**src/rtl/fifo_flush.sv**
```systemverilog
// fifo_flush: single-clock synchronous-read FIFO with a one-cycle flush that
//   discards every stored entry. Read data is zero-extended to 32 bits.
// Latency: a write is counted directly after its edge and is readable from the
//   next edge; read data is registered, valid directly after the read edge.
// Backpressure: writes while full are dropped unless a read is accepted on
//   the same edge; reads while empty are ignored (no fall-through).
//
// Ports:
//   clock, reset                   - clock, async active-low reset
//   fifo_wr_valid_i/fifo_wr_data_i - enqueue request and data
//   fifo_rd_valid_i                - dequeue request
//   fifo_flush_i                   - synchronous flush, highest priority
//   fifo_empty_o/fifo_full_o       - occupancy flags
//   fifo_rd_data_o                 - last dequeued entry, zero-extended
//   fifo_curr_o                    - current occupancy 0..DEPTH
module fifo_flush #(
  parameter int DATA_W = 4,
  parameter int DEPTH  = 8
) (
  input  logic              clock,
  input  logic              reset,
  input  logic              fifo_wr_valid_i,
  input  logic              fifo_rd_valid_i,
  input  logic              fifo_flush_i,
  input  logic [DATA_W-1:0] fifo_wr_data_i,
  output logic              fifo_empty_o,
  output logic              fifo_full_o,
  output logic [31:0]       fifo_rd_data_o,
  output logic [31:0]       fifo_curr_o
);

  localparam int PTR_W = (DEPTH > 1) ? $clog2(DEPTH) : 1;
  localparam int CNT_W = $clog2(DEPTH + 1);

  logic [DATA_W-1:0] r_mem [DEPTH];
  logic [PTR_W-1:0]  r_wr_ptr;
  logic [PTR_W-1:0]  r_rd_ptr;
  logic [CNT_W-1:0]  r_count;
  logic [31:0]       r_rd_data;

  logic w_empty;
  logic w_full;
  logic w_rd_acc;
  logic w_wr_acc;

  assign w_empty  = (r_count == '0);
  assign w_full   = (r_count == CNT_W'(DEPTH));
  // A read is only ever accepted from stored entries, so a simultaneous
  // write into an empty FIFO never falls through to the read port.
  assign w_rd_acc = fifo_rd_valid_i && !w_empty && !fifo_flush_i;
  // When full, a same-edge read frees the slot the write lands in.
  assign w_wr_acc = fifo_wr_valid_i && (!w_full || w_rd_acc) && !fifo_flush_i;

  // Storage has no reset; contents after reset or flush are don't-care.
  always_ff @(posedge clock) begin
    if (w_wr_acc) begin
      r_mem[r_wr_ptr] <= fifo_wr_data_i;
    end
  end

  always_ff @(posedge clock or negedge reset) begin
    if (!reset) begin
      r_wr_ptr  <= '0;
      r_rd_ptr  <= '0;
      r_count   <= '0;
      r_rd_data <= '0;
    end else if (fifo_flush_i) begin
      // Read data deliberately holds across a flush.
      r_wr_ptr <= '0;
      r_rd_ptr <= '0;
      r_count  <= '0;
    end else begin
      // DEPTH is a power of two, so pointers wrap by natural overflow.
      if (w_wr_acc) begin
        r_wr_ptr <= r_wr_ptr + PTR_W'(1);
      end
      if (w_rd_acc) begin
        r_rd_data <= 32'(r_mem[r_rd_ptr]);
        r_rd_ptr  <= r_rd_ptr + PTR_W'(1);
      end
      case ({w_wr_acc, w_rd_acc})
        2'b10:   r_count <= r_count + CNT_W'(1);
        2'b01:   r_count <= r_count - CNT_W'(1);
        default: r_count <= r_count;
      endcase
    end
  end

  assign fifo_empty_o   = w_empty;
  assign fifo_full_o    = w_full;
  assign fifo_rd_data_o = r_rd_data;
  assign fifo_curr_o    = 32'(r_count);

endmodule

```
**config.mk**
```make
export PLATFORM = sky130hd
export DESIGN_NAME = fifo_flush
export DESIGN_NICKNAME = d
export VERILOG_FILES = /design/src/rtl/fifo_flush.sv
export SDC_FILE = /design/constraint.sdc
export NUM_CORES = 1
export LEC_CHECK = 0
export CAP_MARGIN = 20
export CORE_ASPECT_RATIO = 0.7
export CORE_UTILIZATION = 50
export CTS_CLUSTER_DIAMETER = 200
export CTS_CLUSTER_SIZE = 28
export DETAILED_ROUTE_END_ITERATION = 7
export HOLD_SLACK_MARGIN = 0.1
export PLACE_DENSITY = 0.85
export SKIP_LAST_GASP = 1
export SLEW_MARGIN = 25
export SYNTH_ARGS = -nofsm -noshare
export SYNTH_HDL_FRONTEND = slang
export SYNTH_SLANG_ARGS = --single-unit
```
**constraint.sdc**
```tcl
create_clock -name clock -period 7.72 [get_ports clock]
set_clock_uncertainty 0.2 [all_clocks]
set_input_delay 0.772 -clock clock [delete_from_list [all_inputs] [get_ports clock]]
set_output_delay 0.772 -clock clock [all_outputs]
set_load 0.02 [all_outputs]
```
==> flow_summary.yaml, run 1 <==
hold_path:
  hold_path_startpoint: "fifo_rd_data_o[0]"
  hold_class: "flip-flop to flip-flop"
  min_delay_path_depth: 2
  hold_path_end: "fifo_rd_data_o[0]"
grt:
  pin_count_of_the_biggest_net_entering_global_routing: 16
  grt_usage_pct: 16.15
  globalRoute.totalOverflow: 0
  antenna_found_initial: 0
  grt_first_pass_wirelength_mm: 6.030
  grt_pass1_vias: 1177
critical_path:
  critPathLaunchType: "input port"
  critical_path.reg2reg.startpoint: "r_count[1]"
  crit_path_end_kind: "flip-flop"
  critical_path_required_ps: 7680
  worstPathBufferInverterCount: 1
  regToRegEndpoint: "r_count[3]"
  critical_path_stages: 9
  critical_path_cell_sequence: "clkdlybuf4s50_1 > nor2b_1 > o21ai_1 > nor2_1 > ha_1 > a211oi_1 > o21ai_0 > a31oi_1 > a21oi_1"
  rrSetupSlack_ps: 4460
  setup.worst_path.class: "input port to flip-flop"
  crit_path_max_fanout: 15
  worst_path_dominant_cell_family: "compound AO/OA/AOI/OAI gates"
  critical_path.slowest_cell: "sky130_fd_sc_hd__clkdlybuf4s50_1"
  startpoint: "fifo_flush_i"
  cell_count_of_the_worst_reg_to_reg_path: 8
  critPathMaxStageDelay_ps: 670
  cp_data_arrival_time_ps: 3590
clock_network:
  cts_max_level: 2
  clk_path_buf_depth: 2
  post_cts.repair.setup_buffers: 0
  tritoncts_num_sinks: 46
  post_cts_resize_count: 0
  cts_tree: "done"
  root_buffer: "sky130_fd_sc_hd__clkbuf_8"
  hold_buffers: 0
  cts_buffer_count: 5
  clk-insertion-delay-late_ps: 300
  clkTransAtPathRegs_ps: 80
cells_and_area:
  layout.nets: 225
  area_growth_syn_to_layout_pct: 4.156
  fin_util_pct: 56.77
  fraction_of_final_layout_cells_with_drive_strength_greater_than_1_pct: 8.962
  antenna_diode_count: 0
sta:
  final_max_slew_viol_count: 0
  timing_limited_maximum_frequency_mhz: 275.7
  finalCriticalPeriod_ps: 3626
  setup_repair_after_global_routing_missed_its_margin: "no"
  hold_violation_count_in_the_final_report: 0
  setup-tns-final_ps: 0
  timing_worst_slew_pin_value_ps: 937.6
  worst_slew_margin_rel_pct: 36.92
  finalSetupViolCount: 0
  period_share_pct: 46.98
power:
  power_leakage_nw: 1.006
  p_per_area_nw_per_um2: 277.5
  vdd_ir_drop_max_uv: 154.2
  post-layout-total-power_mw: 0.7134
die:
  floorplan.initialDensity_pct: 54.50
  coreArea_sq_um: 4529
  rows: 20
  boundaryPins: 75
  floorplan.die_area_sq_um: 5227
  die_x_um: 85.99
  chip_height_um: 60.79
placement:
  dp.final_hpwl_mm: 2.871
  portBuffers: 18
  finalWeightedCongestion: 0.7974
routing:
  route.detailed.vias_per_inst: 4.727
  vias: 1314
  remaining_drc_errors: 0
  detailedRoute.firstIterationViolations: 81
  final_antenna_net_count: 0
  routed_wire_length_per_instance_um: 13.18
  postRouteWirelength_mm: 3.664
  drt_pre_antenna_iters: 4
synthesis:
  synth_largest_area_cell: "sky130_fd_sc_hd__edfxtp_1"
  synthesis.instances: 194
  number_of_synthesized_flops_with_an_enable_pin: 32
  netlist.area_leader.share_pct: 38.93
  number_of_register_bits_inferred_by_synthesis: 46
  ys_seq_area_share_pct: 53.12
  asr_flop_ratio_synth_pct: 30.43
  dominantRegCellSynth: "sky130_fd_sc_hd__edfxtp_1"
  syn_avg_cell_area_sq_um: 12.72
  post_synth_main_area_contributors: "sky130_fd_sc_hd__edfxtp_1 39%, sky130_fd_sc_hd__buf_4 17%, sky130_fd_sc_hd__dfrtp_1 14%"
  synth.yosys.warnings: 0
  synth_cell_type_count: 37
  mappedNetlistArea_sq_um: 2469
outcome:
  outcome: "completed"
flow_run:
  drv.max_cap_violation_count: 0
## worst register-to-register path, delay by kind of cell, from the launching register on
family,cells,cell delay (ps)
adder cells (fa/ha/maj),1,320
AND/OR/NAND/NOR,3,1260
AO/OA/AOI/OAI,4,850
flip-flops,1,470
## registers in the layout, summed over array words and instances, names as in the netlist
name / count
r_count: 4
r_mem: 32
r_wr_ptr: 3
fifo_rd_data_o: 4
r_rd_ptr: 3
## cells in the final DEF (no fill, tap or decap), drive strengths merged, types with 2 or more instances in the layout
cell / netlist / routed
a211oi: 2 / 2
a21oi: 2 / 2
clkbuf: 3 / 5
clkdlybuf4s50: 0 / 18
clkinv: 0 / 2
conb: 1 / 56
dfrtp: 14 / 14
edfxtp: 32 / 32
ha: 4 / 4
inv: 3 / 3
mux2i: 7 / 7
mux4: 8 / 8
nand2: 5 / 5
nor2: 16 / 16
nor2b: 2 / 2
nor3: 3 / 3
nor4: 2 / 2
o211ai: 2 / 2
o21ai: 8 / 8
o311ai: 2 / 2
or3: 2 / 2
xnor2: 2 / 2
xor2: 4 / 4
## worst max path at each step
stage               slack (ps)          to
floorplan                 4760  r_count[3]
global placement          4040  r_count[3]
detailed placement        3800  r_count[3]
CTS                       4120  r_count[3]
global route              3790  r_count[3]
finish                    4090  r_count[3]
## layout make-up
class / instances / area, sq um
Inverter: 3 / 11.26
Multi-Input combinational cell: 137 / 895.9
Fill cell: 354 / 1958
Clock buffer: 5 / 68.82
Timing Repair Buffer: 18 / 180.2
Clock inverter: 3 / 21.27
Sequential cell: 46 / 1311
Tap cell: 66 / 82.58
## power by group
part	total [mW]	internal [mW]	switching, mW
clock network	0.144	0.0636	0.0808
logic	0.238	0.107	0.131
registers	0.331	0.290	0.0407
total	0.713	0.461	0.253
## cells in the mapped netlist (2+ instances only)
cell	instances
sky130_fd_sc_hd__buf_4	56
sky130_fd_sc_hd__edfxtp_1	32
sky130_fd_sc_hd__nor2_1	16
sky130_fd_sc_hd__dfrtp_1	14
sky130_fd_sc_hd__mux4_2	8
sky130_fd_sc_hd__mux2i_1	7
sky130_fd_sc_hd__o21ai_0	7
sky130_fd_sc_hd__nand2_1	5
sky130_fd_sc_hd__ha_1	4
sky130_fd_sc_hd__xor2_1	4
sky130_fd_sc_hd__clkbuf_1	3
sky130_fd_sc_hd__inv_1	3
sky130_fd_sc_hd__nor3_1	3
sky130_fd_sc_hd__a211oi_1	2
sky130_fd_sc_hd__a21oi_1	2
sky130_fd_sc_hd__buf_2	2
sky130_fd_sc_hd__nor2b_1	2
sky130_fd_sc_hd__nor4_1	2
sky130_fd_sc_hd__o211ai_1	2
sky130_fd_sc_hd__or3_1	2
sky130_fd_sc_hd__xnor2_1	2
## layer usage
layer / global-route usage (%) / wire length (um) / vias up
met4: 5.714 / 45 / 0
met5: 0 / 0 / -
li1: - / - / 615
met1: 22.00 / 1727 / 635
met2: 25.40 / 1668 / 60
met3: 4.626 / 222 / 4
## kinds of logic (layout without fill, tap and decap cells)
| logic type | Yosys count | after routing | synth area share (%) |
|---|---|---|---|
| AO/OA/AOI/OAI | 20 | 20 | 5.778 |
| XOR/XNOR | 6 | 6 | 2.129 |
| adder cells (fa/ha/maj) | 5 | 5 | 2.838 |
| buffers and inverters | 66 | 29 | 18.96 |
| flip-flops | 46 | 46 | 53.12 |
| multiplexers | 15 | 15 | 10.14 |
| other | 1 | 56 | 0.1519 |
| AND/OR/NAND/NOR | 35 | 35 | 6.893 |
## per-stage QoR
stage          cells  hold WS (ps)  setup WS [ps]  area (sq um)
2_1_floorplan    249         276.4           4759          2675
4_1_cts          278         318.7           4118          2571
5_1_grt          278         343.0           3791          2571
3_5_place_dp     270         299.8           3797          2481
6_report         278         314.0           4094          2571
3_3_place_gp     270         300.8           4039          2481
Note: power is estimated with default switching activity, not from simulation.
==> run 2, diff against run 1 <==
Settings changed: CORE_UTILIZATION 50 to 42, PLACE_DENSITY 0.85 to 0.76.
Clock period 7.72 ns to 3.2 ns, I/O delays scaled along.
==> run 2 against run 1 <==
Worst hold slack got worse by 96 ps. Wire length is 2.8% lower. Setup slack worse by 3600 ps. Combinational power increased by 150%. Clock power increased to 2.8 times the previous value. Die area is 18% higher. Critical endpoint unchanged. Largest cell class unchanged. Largest power group unchanged.
==> flow_summary.yaml, run 2 (synthesis gave the netlist of run 1 again) <==
hold_path:
  hold_class: "input port to async pin"
placement:
  dp.final_hpwl_mm: 2.671
  dp_slack_ps: 170.7
  finalWeightedCongestion: 0.7641
  portBuffers: 18
  dpl_cell_area_sq_um: 2519
routing:
  route.detailed.vias_per_inst: 4.556
  remaining_drc_errors: 0
  final_antenna_net_count: 0
  postRouteWirelength_mm: 3.561
  vias: 1312
  drt_pre_antenna_iters: 4
  routed_wire_length_per_instance_um: 12.36
  detailedRoute.firstIterationViolations: 114
power:
  p_per_area_nw_per_um2: 677.2
  vdd_ir_drop_max_uv: 402.9
  power_leakage_nw: 1.035
clock_network:
  clk_path_buf_depth: 2
  tritoncts_num_sinks: 46
  cts_max_level: 2
  clkTransAtPathRegs_ps: 80
  post_cts.repair.setup_buffers: 0
  hold_buffers: 0
  clk-insertion-delay-late_ps: 290
  cts_tree: "done"
  root_buffer: "sky130_fd_sc_hd__clkbuf_8"
  post_cts_resize_count: 0
  cts_buffer_count: 5
cells_and_area:
  area_growth_syn_to_layout_pct: 6.589
  largest_register_ffs: 32
  design_area_sq_um: 2631
  mostFrequentLayoutCell: "sky130_fd_sc_hd__conb_1"
  mostFrequentLayoutCells: "56 x sky130_fd_sc_hd__conb_1, 32 x sky130_fd_sc_hd__edfxtp_1, 18 x sky130_fd_sc_hd__clkdlybuf4s50_1"
  layout.nets: 229
  fin_util_pct: 48.28
  antenna_diode_count: 0
  fraction_of_final_layout_cells_with_drive_strength_greater_than_1_pct: 10.19
  largest_register: "r_mem"
die:
  coreArea_sq_um: 5450
  floorplan.die_area_sq_um: 6193
  die_x_um: 93.64
  chip_height_um: 66.15
  rows: 22
  floorplan.initialDensity_pct: 45.29
  boundaryPins: 75
sta:
  timing_limited_maximum_frequency_mhz: 363.0
  finalSetupViolCount: 0
  period_share_pct: 86.09
  final.setup.worst_slack_ps: 445.1
  hold_violation_count_in_the_final_report: 0
  final_max_slew_viol_count: 0
  setup-tns-final_ps: 0
  finalCriticalPeriod_ps: 2755
  worst_slew_margin_rel_pct: 50.22
  setup_repair_after_global_routing_missed_its_margin: "no"
  timing_worst_slew_pin_value_ps: 741.0
outcome:
  outcome: "completed"
grt:
  globalRouteMet2Util_pct: 17.56
  pin_count_of_the_biggest_net_entering_global_routing: 15
  grtUsageMet1_pct: 17.39
  antenna_found_initial: 0
  grt_pass1_vias: 1064
  grt_usage_pct: 12.25
  globalRoute.totalOverflow: 0
  grt_busiest_layer: "met2"
  grt_first_pass_wirelength_mm: 5.382
  use_met3_pct: 3.448
critical_path:
  worst_path_dominant_cell_family: "simple AND/OR/NAND/NOR gates"
  critical_path.slowest_cell: "sky130_fd_sc_hd__clkdlybuf4s50_1"
  setup.worst_path.class: "input port to flip-flop"
  critical_path_stages: 9
  crit_path_max_fanout: 7
  cp_data_arrival_time_ps: 2740
  cell_count_of_the_worst_reg_to_reg_path: 8
  critPathMaxStageDelay_ps: 570
  critPathLaunchType: "input port"
  critical_path_required_ps: 3180
  critical_path_cell_sequence: "clkdlybuf4s50_1 > nor2b_1 > o21ai_1 > nor2_1 > ha_1 > a211oi_1 > or4_1 > a31oi_1 > a21oi_1"
  crit_path_end_kind: "flip-flop"
  worstPathBufferInverterCount: 1
flow_run:
  drv.max_cap_violation_count: 0
## run 2: worst paths after layout
kind | from | end | slack, ps
max | fifo_rd_valid_i | r_count[3] | 450
min | reset | r_rd_ptr[1] | 220
max reg2reg | r_count[1] | r_count[3] | 540
min reg2reg | fifo_rd_data_o[0] | fifo_rd_data_o[0] | 290
max in group asynchronous | reset | r_wr_ptr[2] | 2180
min in group clock | fifo_rd_data_o[0] | fifo_rd_data_o[0] | 290
## run 2: worst register-to-register path, delay by kind of cell, from the launching register on
| family | cells | cell delay [ps] |
|---|---|---|
| AOI/OAI and AO/OA | 4 | 540 |
| adders and majority gates | 1 | 310 |
| DFF | 1 | 450 |
| and+or+nand+nor | 3 | 1050 |
## run 2: where the power goes
part | internal (mW) | switching (mW) | total, mW
Sequential | 0.700 | 0.0916 | 0.791
Combinational | 0.274 | 0.310 | 0.584
Clock | 0.230 | 0.176 | 0.406
Total | 1.20 | 0.577 | 1.78
## run 2: per-stage QoR
step	cells	hold slack, ps	total power, mW
floorplan	249	-175.6	1.262
global placement	280	266.8	1.383
detailed placement	280	274.8	1.388
CTS	288	235.6	1.797
global route	288	271.9	1.890
finish	288	217.7	1.782
## run 2: per-layer routing
| metal | up-vias | part of all wire [%] |
|---|---|---|
| met2 | 69 | 45 |
| met5 | - | 0 |
| met1 | 621 | 44 |
| met4 | 0 | 1.2 |
| li1 | 617 | - |
| met3 | 5 | 9.2 |
## run 2: area by class of cell
cell class / count / area, sq um
fillers: 495 / 2819
clock inverters: 2 / 33.78
repair buffers: 22 / 210.2
flip-flops and latches: 46 / 1311
multi-input cells: 137 / 902.1
inverters: 3 / 11.26
clock buffers: 6 / 72.57
well taps: 72 / 90.09
==> run 3, diff against run 2 <==
Settings changed: CTS_CLUSTER_SIZE 28 to unset, PLACE_DENSITY 0.76 to 0.74.
==> run 3 against run 2 <==
Cell count is 0.69% higher. Combinational power up 1%. Fmax decreased by 2.4%. Wire length up 4.8%. Via count increased by 0.76%. Sequential power hardly changed. Worst hold slack gained 5.0 ps. Largest cell class unchanged. Critical path depth stayed put. Sequential cell count unchanged. Global-route usage is 1.3 points higher. Design area down 0.43%.
==> flow_summary.yaml, run 3 (synthesis gave the netlist of run 1 again) <==
die:
  boundaryPins: 75
  floorplan.initialDensity_pct: 45.29
  floorplan.die_area_sq_um: 6193
  die_x_um: 93.64
  rows: 22
  chip_height_um: 66.15
  coreArea_sq_um: 5450
clock_network:
  cts_max_level: 2
  post_cts_resize_count: 0
  hold_buffers: 0
  tritoncts_num_sinks: 46
  clkTransAtPathRegs_ps: 80
  clk_path_buf_depth: 2
  clk-insertion-delay-late_ps: 300
  root_buffer: "sky130_fd_sc_hd__clkbuf_8"
  cts_tree: "done"
  cts_buffer_count: 5
  post_cts.repair.setup_buffers: 0
routing:
  routed_wire_length_per_instance_um: 12.87
  vias: 1322
  route.detailed.vias_per_inst: 4.559
  remaining_drc_errors: 0
  detailedRoute.firstIterationViolations: 49
  postRouteWirelength_mm: 3.731
  final_antenna_net_count: 0
  drt_pre_antenna_iters: 4
power:
  power.share.sequential_pct: 46.3
  swShare_pct: 34.14
  vdd_ir_drop_max_uv: 293.5
  switchingPower_mw: 0.5845
  power_frac_comb_pct: 34.5
  int_power_mw: 1.127
  p_per_area_nw_per_um2: 653.4
  clock_power_share_pct: 19.2
  power_leakage_nw: 1.032
critical_path:
  crit_path_end_kind: "flip-flop"
  cell_count_of_the_worst_reg_to_reg_path: 8
  critical_path_required_ps: 3180
  setup.worst_path.class: "input port to flip-flop"
  rrSetupSlack_ps: 470
  critical_path_cell_sequence: "clkdlybuf4s50_1 > nor2b_1 > o21ai_1 > nor2_1 > ha_1 > a211oi_1 > o21ai_0 > a31oi_1 > a21oi_1"
  worst_path_dominant_cell_family: "compound AO/OA/AOI/OAI gates"
  critical_path.slowest_cell: "sky130_fd_sc_hd__clkdlybuf4s50_1"
  critical_path.reg2reg.startpoint: "r_count[1]"
  critPathMaxStageDelay_ps: 570
  startpoint: "fifo_rd_valid_i"
  critPathLaunchType: "input port"
  regToRegEndpoint: "r_count[3]"
  worstPathBufferInverterCount: 1
  cp_data_arrival_time_ps: 2810
  crit_path_max_fanout: 7
cells_and_area:
  antenna_diode_count: 0
  fin_util_pct: 48.07
  layout.nets: 231
  mostFrequentLayoutCells: "56 x sky130_fd_sc_hd__conb_1, 32 x sky130_fd_sc_hd__edfxtp_1, 18 x sky130_fd_sc_hd__clkdlybuf4s50_1"
  fraction_of_final_layout_cells_with_drive_strength_greater_than_1_pct: 10.55
  mostFrequentLayoutCell: "sky130_fd_sc_hd__conb_1"
  area_growth_syn_to_layout_pct: 6.133
  largest_register_ffs: 32
  largest_register: "r_mem"
placement:
  dp_slack_ps: 78.24
  dp.final_hpwl_mm: 2.793
  finalWeightedCongestion: 0.7789
  portBuffers: 18
sta:
  period_share_pct: 88.19
  finalSetupViolCount: 0
  final_max_slew_viol_count: 0
  worst_slew_margin_rel_pct: 56.00
  final.setup.worst_slack_ps: 377.8
  finalCriticalPeriod_ps: 2822
  setup-tns-final_ps: 0
  setup_repair_after_global_routing_missed_its_margin: "no"
  hold_violation_count_in_the_final_report: 0
  timing_limited_maximum_frequency_mhz: 354.3
  timing_worst_slew_pin_value_ps: 654.6
hold_path:
  hold_class: "input port to async pin"
grt:
  grt_usage_pct: 13.59
  grt_first_pass_wirelength_mm: 5.975
  pin_count_of_the_biggest_net_entering_global_routing: 15
  use_met3_pct: 5.172
  antenna_found_initial: 0
  grtUsageMet1_pct: 18.69
  grt_busiest_layer: "met2"
  globalRouteMet2Util_pct: 19.67
  grt_pass1_vias: 1188
  globalRoute.totalOverflow: 0
flow_run:
  drv.max_cap_violation_count: 0
outcome:
  outcome: "completed"
-- run 3: changes by cell type in the layout (fill, tap and decap cells not counted) --
cell                        delta
sky130_fd_sc_hd__bufinv_16     -1
sky130_fd_sc_hd__clkbuf_1      +1
sky130_fd_sc_hd__buf_4         +2
-- run 3: how the worst max path moves through the flow --
| stage | to | slack [ps] | cells past startpoint |
|---|---|---|---|
| 2_1_floorplan | r_count[3] | 240 | 9 |
| 3_3_place_gp | r_count[3] | 280 | 9 |
| 3_5_place_dp | r_count[3] | 80 | 9 |
| 4_1_cts | r_count[3] | 390 | 9 |
| 5_1_grt | r_count[3] | 120 | 9 |
| 6_report | r_count[3] | 380 | 9 |
-- run 3: area by class of cell --
| type | instances | area, sq um |
|---|---|---|
| clock inverters | 1 | 3.754 |
| inverters | 3 | 11.26 |
| fillers | 495 | 2830 |
| clock buffers | 7 | 76.32 |
| well taps | 72 | 90.09 |
| multi-input cells | 137 | 902.1 |
| repair buffers | 24 | 225.2 |
| flip-flops and latches | 46 | 1311 |
-- run 3: worst reg2reg max path, stage by stage, from the launching register on --
cell and delay (ps):
sky130_fd_sc_hd__dfrtp_1 450, sky130_fd_sc_hd__or3_1 410, sky130_fd_sc_hd__o21ai_1 200, sky130_fd_sc_hd__nor2_1 110
sky130_fd_sc_hd__ha_1 290, sky130_fd_sc_hd__a211oi_1 450, sky130_fd_sc_hd__o21ai_0 200, sky130_fd_sc_hd__a31oi_1 210
sky130_fd_sc_hd__a21oi_1 90
-- run 3: metrics by stage --
step	std cells	cell area, sq um	hold slack, ps	total power [mW]
after floorplan	249	2675	-175.6	1.262
after global placement	282	2534	266.7	1.385
after detailed placement	282	2540	274.0	1.398
after CTS	290	2620	237.9	1.729
after global routing	290	2620	275.6	1.817
final	290	2620	222.7	1.712
-- run 3: power groups by stage --
stage	clock, mW	sequential (mW)	combinational (mW)
after floorplan	0	0.806	0.456
after global placement	0	0.806	0.579
after detailed placement	0	0.809	0.588
after CTS	0.343	0.796	0.591
after global routing	0.366	0.808	0.642
final	0.329	0.793	0.590
-- run 3: metal layers --
metal	routed length (um)	vias to the layer above
li1	-	622
met1	1766	642
met2	1661	52
met3	249	6
met4	55	0
met5	0	-
